`config.mk`:
```
export PLATFORM = sky130hd
export DESIGN_NAME = pipeline_scoreboard_bypass
export DESIGN_NICKNAME = d
export VERILOG_FILES = /design/src/rtl/pipeline_scoreboard_bypass.sv
export SDC_FILE = /design/constraint.sdc
export NUM_CORES = 1
export LEC_CHECK = 0
export ABC_AREA = 0
export CAP_MARGIN = 20
export CORE_AREA = 2 2 72 143
export DETAILED_ROUTE_END_ITERATION = 6
export DIE_AREA = 0 0 74 145
export PLACE_DENSITY = 0.87
export SETUP_SLACK_MARGIN = 0.05
export SYNTH_ARGS = -nofsm -noshare
export SYNTH_HDL_FRONTEND = slang
export SYNTH_SLANG_ARGS = --single-unit
```
`constraint.sdc`:
```
create_clock -name clock -period 7.9 [get_ports clock]
set_input_delay 1.975 -clock clock [delete_from_list [all_inputs] [get_ports clock]]
set_output_delay 1.975 -clock clock [all_outputs]
set_load 0.005 [all_outputs]
```
`src/rtl/pipeline_scoreboard_bypass.sv`:
```
// Register scoreboard with operand bypass: counts outstanding writes per register,
// stalls issue on unresolved RAW hazards and forwards results from NUM_FWD taps.
module pipeline_scoreboard_bypass #(
    parameter int unsigned DATA_WIDTH  = 16,
    parameter int unsigned ADDR_WIDTH  = 4,
    parameter int unsigned NUM_FWD     = 2,
    parameter int unsigned CNT_WIDTH   = 2,
    parameter int unsigned STALL_CNT_W = 16
) (
    input  logic                          clock,
    input  logic                          reset,
    input  logic                          issue_valid,
    output logic                          issue_ready,
    input  logic [ADDR_WIDTH-1:0]         src1_addr,
    input  logic                          src1_used,
    input  logic [ADDR_WIDTH-1:0]         src2_addr,
    input  logic                          src2_used,
    input  logic [ADDR_WIDTH-1:0]         dst_addr,
    input  logic                          dst_used,
    input  logic [DATA_WIDTH-1:0]         rf_src1_value,
    input  logic [DATA_WIDTH-1:0]         rf_src2_value,
    input  logic [NUM_FWD-1:0]            fwd_valid,
    input  logic [NUM_FWD*ADDR_WIDTH-1:0] fwd_addr,
    input  logic [NUM_FWD*DATA_WIDTH-1:0] fwd_data,
    input  logic                          commit_valid,
    input  logic [ADDR_WIDTH-1:0]         commit_addr,
    input  logic                          flush,
    output logic [DATA_WIDTH-1:0]         src1_value,
    output logic [DATA_WIDTH-1:0]         src2_value,
    output logic [2**ADDR_WIDTH-1:0]      pending_mask,
    output logic [STALL_CNT_W-1:0]        stall_count
);

    localparam int unsigned NUM_REGS = 2 ** ADDR_WIDTH;
    localparam logic [CNT_WIDTH-1:0] CNT_MAX = '1;
    localparam logic [STALL_CNT_W-1:0] STALL_MAX = '1;

    logic [CNT_WIDTH-1:0]  cnt_q [NUM_REGS];
    logic                  hit1, hit2;
    logic [DATA_WIDTH-1:0] fwd1, fwd2;
    logic [CNT_WIDTH-1:0]  cnt1, cnt2;
    logic                  hazard1, hazard2, full, accept;

    // Scan from the oldest tap down so the lowest-index match wins.
    always_comb begin
        hit1 = 1'b0;
        hit2 = 1'b0;
        fwd1 = '0;
        fwd2 = '0;
        for (int i = NUM_FWD - 1; i >= 0; i--) begin
            if (fwd_valid[i] && fwd_addr[i*ADDR_WIDTH +: ADDR_WIDTH] == src1_addr) begin
                hit1 = src1_used;
                fwd1 = fwd_data[i*DATA_WIDTH +: DATA_WIDTH];
            end
            if (fwd_valid[i] && fwd_addr[i*ADDR_WIDTH +: ADDR_WIDTH] == src2_addr) begin
                hit2 = src2_used;
                fwd2 = fwd_data[i*DATA_WIDTH +: DATA_WIDTH];
            end
        end
    end

    // With two or more writes in flight a forwarded value may be stale.
    always_comb begin
        cnt1        = cnt_q[src1_addr];
        cnt2        = cnt_q[src2_addr];
        hazard1     = src1_used && (cnt1 != '0) && !((cnt1 == CNT_WIDTH'(1)) && hit1);
        hazard2     = src2_used && (cnt2 != '0) && !((cnt2 == CNT_WIDTH'(1)) && hit2);
        full        = dst_used && (cnt_q[dst_addr] == CNT_MAX);
        issue_ready = !hazard1 && !hazard2 && !full && !flush;
        accept      = issue_valid && issue_ready;
        src1_value  = (!hazard1 && hit1) ? fwd1 : rf_src1_value;
        src2_value  = (!hazard2 && hit2) ? fwd2 : rf_src2_value;
    end

    always_comb begin
        pending_mask = '0;
        for (int r = 0; r < NUM_REGS; r++) begin
            pending_mask[r] = (cnt_q[r] != '0);
        end
    end

    always_ff @(posedge clock) begin
        if (reset || flush) begin
            for (int r = 0; r < NUM_REGS; r++) begin
                cnt_q[r] <= '0;
            end
        end else begin
            for (int r = 0; r < NUM_REGS; r++) begin
                logic inc, dec;
                inc = accept && dst_used && (dst_addr == ADDR_WIDTH'(r));
                dec = commit_valid && (commit_addr == ADDR_WIDTH'(r)) && (cnt_q[r] != '0);
                if (inc && !dec) begin
                    cnt_q[r] <= cnt_q[r] + CNT_WIDTH'(1);
                end else if (dec && !inc) begin
                    cnt_q[r] <= cnt_q[r] - CNT_WIDTH'(1);
                end
            end
        end
    end

    always_ff @(posedge clock) begin
        if (reset) begin
            stall_count <= '0;
        end else if (issue_valid && !issue_ready && !flush && stall_count != STALL_MAX) begin
            stall_count <= stall_count + STALL_CNT_W'(1);
        end
    end

endmodule
```
==> results of run 1 <==
## how the worst max path moves through the flow
stage / slack [ns] / from / end
2_1_floorplan: 1.84 / src2_addr[0] / issue_ready
3_3_place_gp: 0.82 / src1_addr[0] / src1_value[14]
3_5_place_dp: 0.79 / src1_addr[0] / src1_value[14]
4_1_cts: 0.79 / src1_addr[0] / src1_value[14]
5_1_grt: 0.61 / src2_addr[1] / src2_value[2]
6_report: 0.77 / src1_addr[0] / src1_value[14]
## worst max-delay path: stages
cell and delay (ns):
clkdlybuf4s50_1 0.89, mux4_1 0.64, mux4_2 0.48, nand3b_1 0.16
buf_4 0.23, o21ai_0 0.23, clkdlybuf4s50_1 0.53
## kinds of logic (layout without fill, tap and decap cells)
family                   Yosys count  in the layout
flip-flops                        48             48
AND/OR/NAND/NOR                  255            255
AO/OA/AOI/OAI                     75             75
XOR/XNOR                          50             50
multiplexers                      68             68
adder cells (fa/ha/maj)            2              2
buffers and inverters             52            186
## sequential cells by signal (all words and copies together), names as in the netlist
signal	flops
cnt_q	32
stall_count	16
## cell usage in the layout (no fill, tap or decap), types with 4 or more instances in the layout
cell	Yosys	final
xor2_1	31	31
a2111oi_0	7	7
a311oi_1	7	7
nor4_2	8	8
nor3_1	22	22
mux4_2	16	16
nand3_1	18	18
nand4_1	10	10
clkbuf_16	0	7
and3_1	9	9
xnor2_1	19	19
nand2b_1	11	11
and4_1	5	5
inv_1	9	9
buf_4	0	7
edfxtp_1	32	32
or3_1	7	7
nor3b_1	4	4
mux4_1	6	6
nor2b_1	7	7
nor2_1	35	35
mux2i_1	42	42
o21ai_0	35	35
or2_2	19	19
clkdlybuf4s50_1	0	162
mux2_2	4	4
dfxtp_1	16	16
nand2_1	80	80
nor4_1	5	5
## final cells by class
type / instances / area (µm²)
fill: 732 / 2974
timing repair buffer: 169 / 1674
inverter: 9 / 33.78
tap: 132 / 165.2
multi-input combinational: 450 / 3323
clock inverter: 1 / 8.758
clock buffer: 7 / 175.2
sequential: 48 / 1281
## where the power goes
| group | internal [µW] | switching, µW | leakage (µW) | total (µW) |
|---|---|---|---|---|
| combinational | 134 | 109 | 0.00180 | 243 |
| sequential | 279 | 22.7 | 0.000484 | 302 |
| clock | 157 | 102 | 0.0000908 | 259 |
## through the flow
stage                     hold slack, ns  cells
after detailed placement          0.5266    808
after global routing              0.5807    816
after CTS                         0.5555    816
after floorplan                   0.5162    550
after global placement            0.5128    808
final                             0.5515    816
## cell usage after synthesis, drive strengths merged, types with 2 or more instances
cell type / count
nand2: 80
nor2b: 7
edfxtp: 32
nor4: 13
and3: 9
mux2: 4
a311oi: 7
nor3b: 4
ha: 2
a31oi: 2
a2111oi: 8
buf: 9
a21oi: 2
xor2: 31
dfxtp: 16
mux2i: 42
nand4: 10
inv: 9
o22ai: 2
nor4b: 3
a31o: 3
clkbuf: 34
xnor2: 19
nor3: 23
or2: 19
nand3b: 3
or4: 2
nand3: 19
or3: 8
mux4: 22
nor2: 35
a41oi: 2
and2: 2
nand2b: 11
and4: 5
o41ai: 2
a211oi: 3
o21ai: 35
## metal layers
metal / vias up / track usage [%]
met5: - / 0
met4: 0 / 18.45
met3: 87 / 6.250
met2: 389 / 59.87
met1: 2407 / 28.83
li1: 2298 / -
==> reports/metrics.cfg, run 1 <==
[cts]
cts_resized=0
worstSkewPairLatency_ns=0.30
path_clk_slew_ns=0.08
htree_levels=2
cts_root_buf=clkbuf_16
cts_hold_buf=0
clock-sinks=48
clk_path_buf_depth=2
cts_buffers=5
cts_setup_buffers=0
cts_tree=done

[synthesis]
yosys_warnings=0
syn_avg_cell_area_um2=8.772
synth_ff_type=edfxtp_1
synth_compound_area_share_pct=10.68
synth_seq_cells=48
yosysSeqAreaShare_pct=26.56
synth-xor-area-share_pct=9.077
syn_nets=650
synthSimpleGateAreaFrac_pct=28.22
synth_top_area_share_pct=19.92
syn_area_mm2=0.004825
synth_adder_area_share_pct=0.5187
synthCells=550
synth_cell_type_count=59
synthMuxAreaShare_pct=20.38
synth_top_family_by_area=simple AND/OR/NAND/NOR gates
synth_edf_count=32
netlist_top_cells_area=edfxtp_1 20%, mux2i_1 8.7%, mux4_2 7.5%
synth_area_leader_cell=edfxtp_1
async_reset_ff_share_pct=0

[floorplan]
die_w_um=74
core_area_mm2=0.009635
io_pins=163
die_area_mm2=0.01073
die_y_um=145
start_util_pct=50.07
placementRows=51

[pwr]
power_uw=804.1
peakVddDrop_mv=0.2055
p_leak_uw=0.002375
pwr_density_cell_mw_per_mm2=120.7

[routing]
met1_length_um=5041
wire_per_inst_um=21.17
first_pass_iters=7
route.vias.total=5181
drcViolationCount=0
top_layer_used=met4
postRouteAntennaNets=0
wl_um=17280
route.met3.wl_um=1803
drtIter0Drc=315
viasPerCell=6.349
dr_wl_met2_um=9404

[placed_design]
gp_congestion=0.9264
dp_hpwl_um=13580
post_dp_cell_area_mm2=0.006477
io_buffers=162
preCtsSetupSlack_ns=0.7946

[global_routing]
track_usage_pct=31.63
grt-ovfl-total=0
grt_pass1_wl_um=26120
grt_pass1_vias=5197
antenna_found_initial=0
grt_max_degree=38

[sta]
slew_violations=0
setup-tns-final_ns=0
finalCriticalPeriod_ns=7.128
setup_viol=0
skew_ns=0.01286
rsz0062_at_grt=no
timing.final.ws_setup_ns=0.7725
hold_viol_final=0
period_share_pct=90.22
tightest_slew_ns=1.090
slew_headroom_pct=26.98
max_freq_mhz=140.3

[setup_path]
reg2reg_depth=9
worstReg2RegEnd=cnt_q[3][1]$_SDFFCE_PN0P_
cp-end-kind=output pin
critical_path.max_fanout=32
crit_path_start_kind=input port
cp.arrival_ns=5.15
critPathRequiredTime_ns=5.93
r2r-start=cnt_q[8][1]$_SDFFCE_PN0P_
crit_type=input port to output pin
r2r_slack_ns=4.35

[cells_and_area]
stdcell_area_mm2=0.006661
fin_util_pct=69.13
nets=783
antenna_cells=0
area_growth_pct=38.07
drive_gt1_share_pct=10.53

[hold_path]
hold_class=flop to flop
holdPathEnd=stall_count[9]$_SDFFE_PP0P_
hp-start=stall_count[9]$_SDFFE_PP0P_
worstHoldPathCells=2

[flow_run]
maxCapViolCount=0

[run_status]
status=finished, final reports clean

Note: power is estimated with default switching activity, not from simulation.
==> run 2, diff against run 1 <==
--- a/config.mk
+++ b/config.mk
@@ -7,10 +7,10 @@
 export LEC_CHECK = 0
 export ABC_AREA = 0
 export CAP_MARGIN = 20
-export CORE_AREA = 2 2 72 143
+export CORE_AREA = 2 2 75 149
 export DETAILED_ROUTE_END_ITERATION = 6
-export DIE_AREA = 0 0 74 145
-export PLACE_DENSITY = 0.87
+export DIE_AREA = 0 0 77 151
+export PLACE_DENSITY = 0.81
 export SETUP_SLACK_MARGIN = 0.05
 export SYNTH_ARGS = -nofsm -noshare
 export SYNTH_HDL_FRONTEND = slang
==> constraint.sdc (replaced) <==
create_clock -name clock -period 7.2 [get_ports clock]
set_input_delay 1.8 -clock clock [delete_from_list [all_inputs] [get_ports clock]]
set_output_delay 1.8 -clock clock [all_outputs]
set_load 0.005 [all_outputs]
==> run 2 against run 1 <==
Compared with the run above:
- non-clock buffer count unchanged
- critical path type unchanged
- via count down 1.2%
- register-to-register slack worse by 0.69 ns
- sequential power up 9.6%
- die area up 8.4%
- cell count up 0.61%
- routed wire length about the same
- sequential cell count unchanged
- core utilization down 5.4 points
- highest routed layer unchanged
- worst setup slack worse by 0.32 ns
- global-route usage down 1.7 points
- first-iteration DRC count down 13%
==> reports/metrics.cfg, run 2 (synthesis results as in run 1) <==
[floorplan]
placementRows=53
die_w_um=77
core_area_mm2=0.01048
start_util_pct=46.05
die_y_um=151
io_pins=163
die_area_mm2=0.01163

[routing]
drcViolationCount=0
viasPerCell=6.238
wire_per_inst_um=21.04
first_pass_iters=5
route.vias.total=5121
wl_um=17270
postRouteAntennaNets=0
drtIter0Drc=274

[setup_path]
crit_family=buffers and inverters
cp-end-kind=output pin
r2r-start=cnt_q[6][1]$_SDFFCE_PN0P_
crit_slowest_cell=clkdlybuf4s50_1
critPathRequiredTime_ns=5.40
worstSetupStartpoint=src1_addr[0]
cp.arrival_ns=4.95
cp.depth=7
cp_num_buf_inv=3
reg2reg_depth=9
crit_top_cell=clkdlybuf4s50_1
crit_path_max_incr_delay_ns=0.86
crit_path_start_kind=input port
crit_type=input port to output pin
critical_path.max_fanout=32
crit_path_cell_trace=clkdlybuf4s50_1 > mux4_1 > mux4_2 > nand3b_1 > buf_4 > o21ai_0 > clkdlybuf4s50_1

[global_routing]
grt_pass1_wl_um=26990
grt_pass1_vias=5221
antenna_found_initial=0
track_usage_pct=29.89
grt-ovfl-total=0
grt_max_degree=38

[cts]
clk_path_buf_depth=2
cts_tree=done
path_clk_slew_ns=0.07
cts_setup_buffers=0
cts_resized=0
worstSkewPairLatency_ns=0.30
cts_hold_buf=0
cts_root_buf=clkbuf_16
htree_levels=2
clock-sinks=48
cts_buffers=5

[sta]
hold_viol_final=0
max_freq_mhz=148.3
setup_viol=0
setup-tns-final_ns=0
rsz0062_at_grt=no
slew_headroom_pct=26.91
period_share_pct=93.68
skew_ns=0.006318
tightest_slew_ns=1.092
finalCriticalPeriod_ns=6.745
slew_violations=0

[cells_and_area]
layout_common_cells=162 x clkdlybuf4s50_1, 80 x nand2_1, 42 x mux2i_1, 35 x nor2_1, 35 x o21ai_0
drive_gt1_share_pct=10.53
antenna_cells=0
fin_util_pct=63.73
final_common_cell=clkdlybuf4s50_1
top_regs=cnt_q x32, stall_count x16
top_register=cnt_q
nets=783
largest_reg_flops=32
area_growth_pct=38.41

[placed_design]
gp_congestion=0.9412
io_buffers=162
dp_hpwl_um=13700

[hold_path]
hp-start=stall_count[2]$_SDFFE_PP0P_
hold_class=flop to flop
worstHoldPathCells=2

[flow_run]
maxCapViolCount=0

[run_status]
status=finished, final reports clean

[pwr]
pwr_density_cell_mw_per_mm2=136.0
peakVddDrop_mv=0.1383
p_leak_uw=0.002379

-- run 2: cell count changes in the layout (fill, tap and decap cells not counted) --
cell,delta
buf_4,-1
clkbuf_16,-2
clkbuf_4,+1
bufinv_16,+2
-- run 2: metal layers --
| metal | track usage [%] | part of all wire (%) | vias up |
|---|---|---|---|
| met5 | 0 | 0 | - |
| met4 | 18.93 | 6.7 | 0 |
| met3 | 5.840 | 8.8 | 87 |
| met2 | 59.39 | 54 | 345 |
| met1 | 26.82 | 30 | 2381 |
| li1 | - | - | 2308 |
-- run 2: layout make-up --
class                   count  area, µm²
fillers                   902       3800
flip-flops and latches     48       1281
multi-input cells         450       3323
repair buffers            169       1674
well taps                 137      171.4
clock inverters             3      68.82
inverters                   9      33.78
clock buffers               5      125.1
-- run 2: power breakdown --
part	switching, µW	total, µW	internal, µW
registers	24.3	331	307
clock network	111	311	200
logic	119	266	147
total	254	908	654
-- run 2: worst paths after layout --
check	endpoint	slack (ns)
worst max-delay path	src1_value[3]	0.45
worst min register to register	stall_count[2]$_SDFFE_PP0P_	0.56
worst min-delay path	stall_count[2]$_SDFFE_PP0P_	0.56
worst max register to register	cnt_q[15][1]$_SDFFCE_PN0P_	3.66
-- run 2: through the flow --
step	instance area, µm²	hold WS, ns	instances	power (µW)	setup slack (ns)
2_1_floorplan	4825	0.5162	550	458.4	1.493
3_3_place_gp	6476	0.5169	812	589.7	0.6072
3_5_place_dp	6476	0.5375	812	598.4	0.4514
4_1_cts	6670	0.5623	820	904.6	0.4503
5_1_grt	6678	0.5968	821	940.9	0.3165
6_report	6678	0.5629	821	908.1	0.4549
-- run 2: worst register-to-register path: cells and delay by family, from the launching register on --
family	cells	cell delay [ns]
simple gates	3	0.88
flops	1	0.54
buf+inv	1	0.30
compound gates	3	0.60
mux	2	1.03
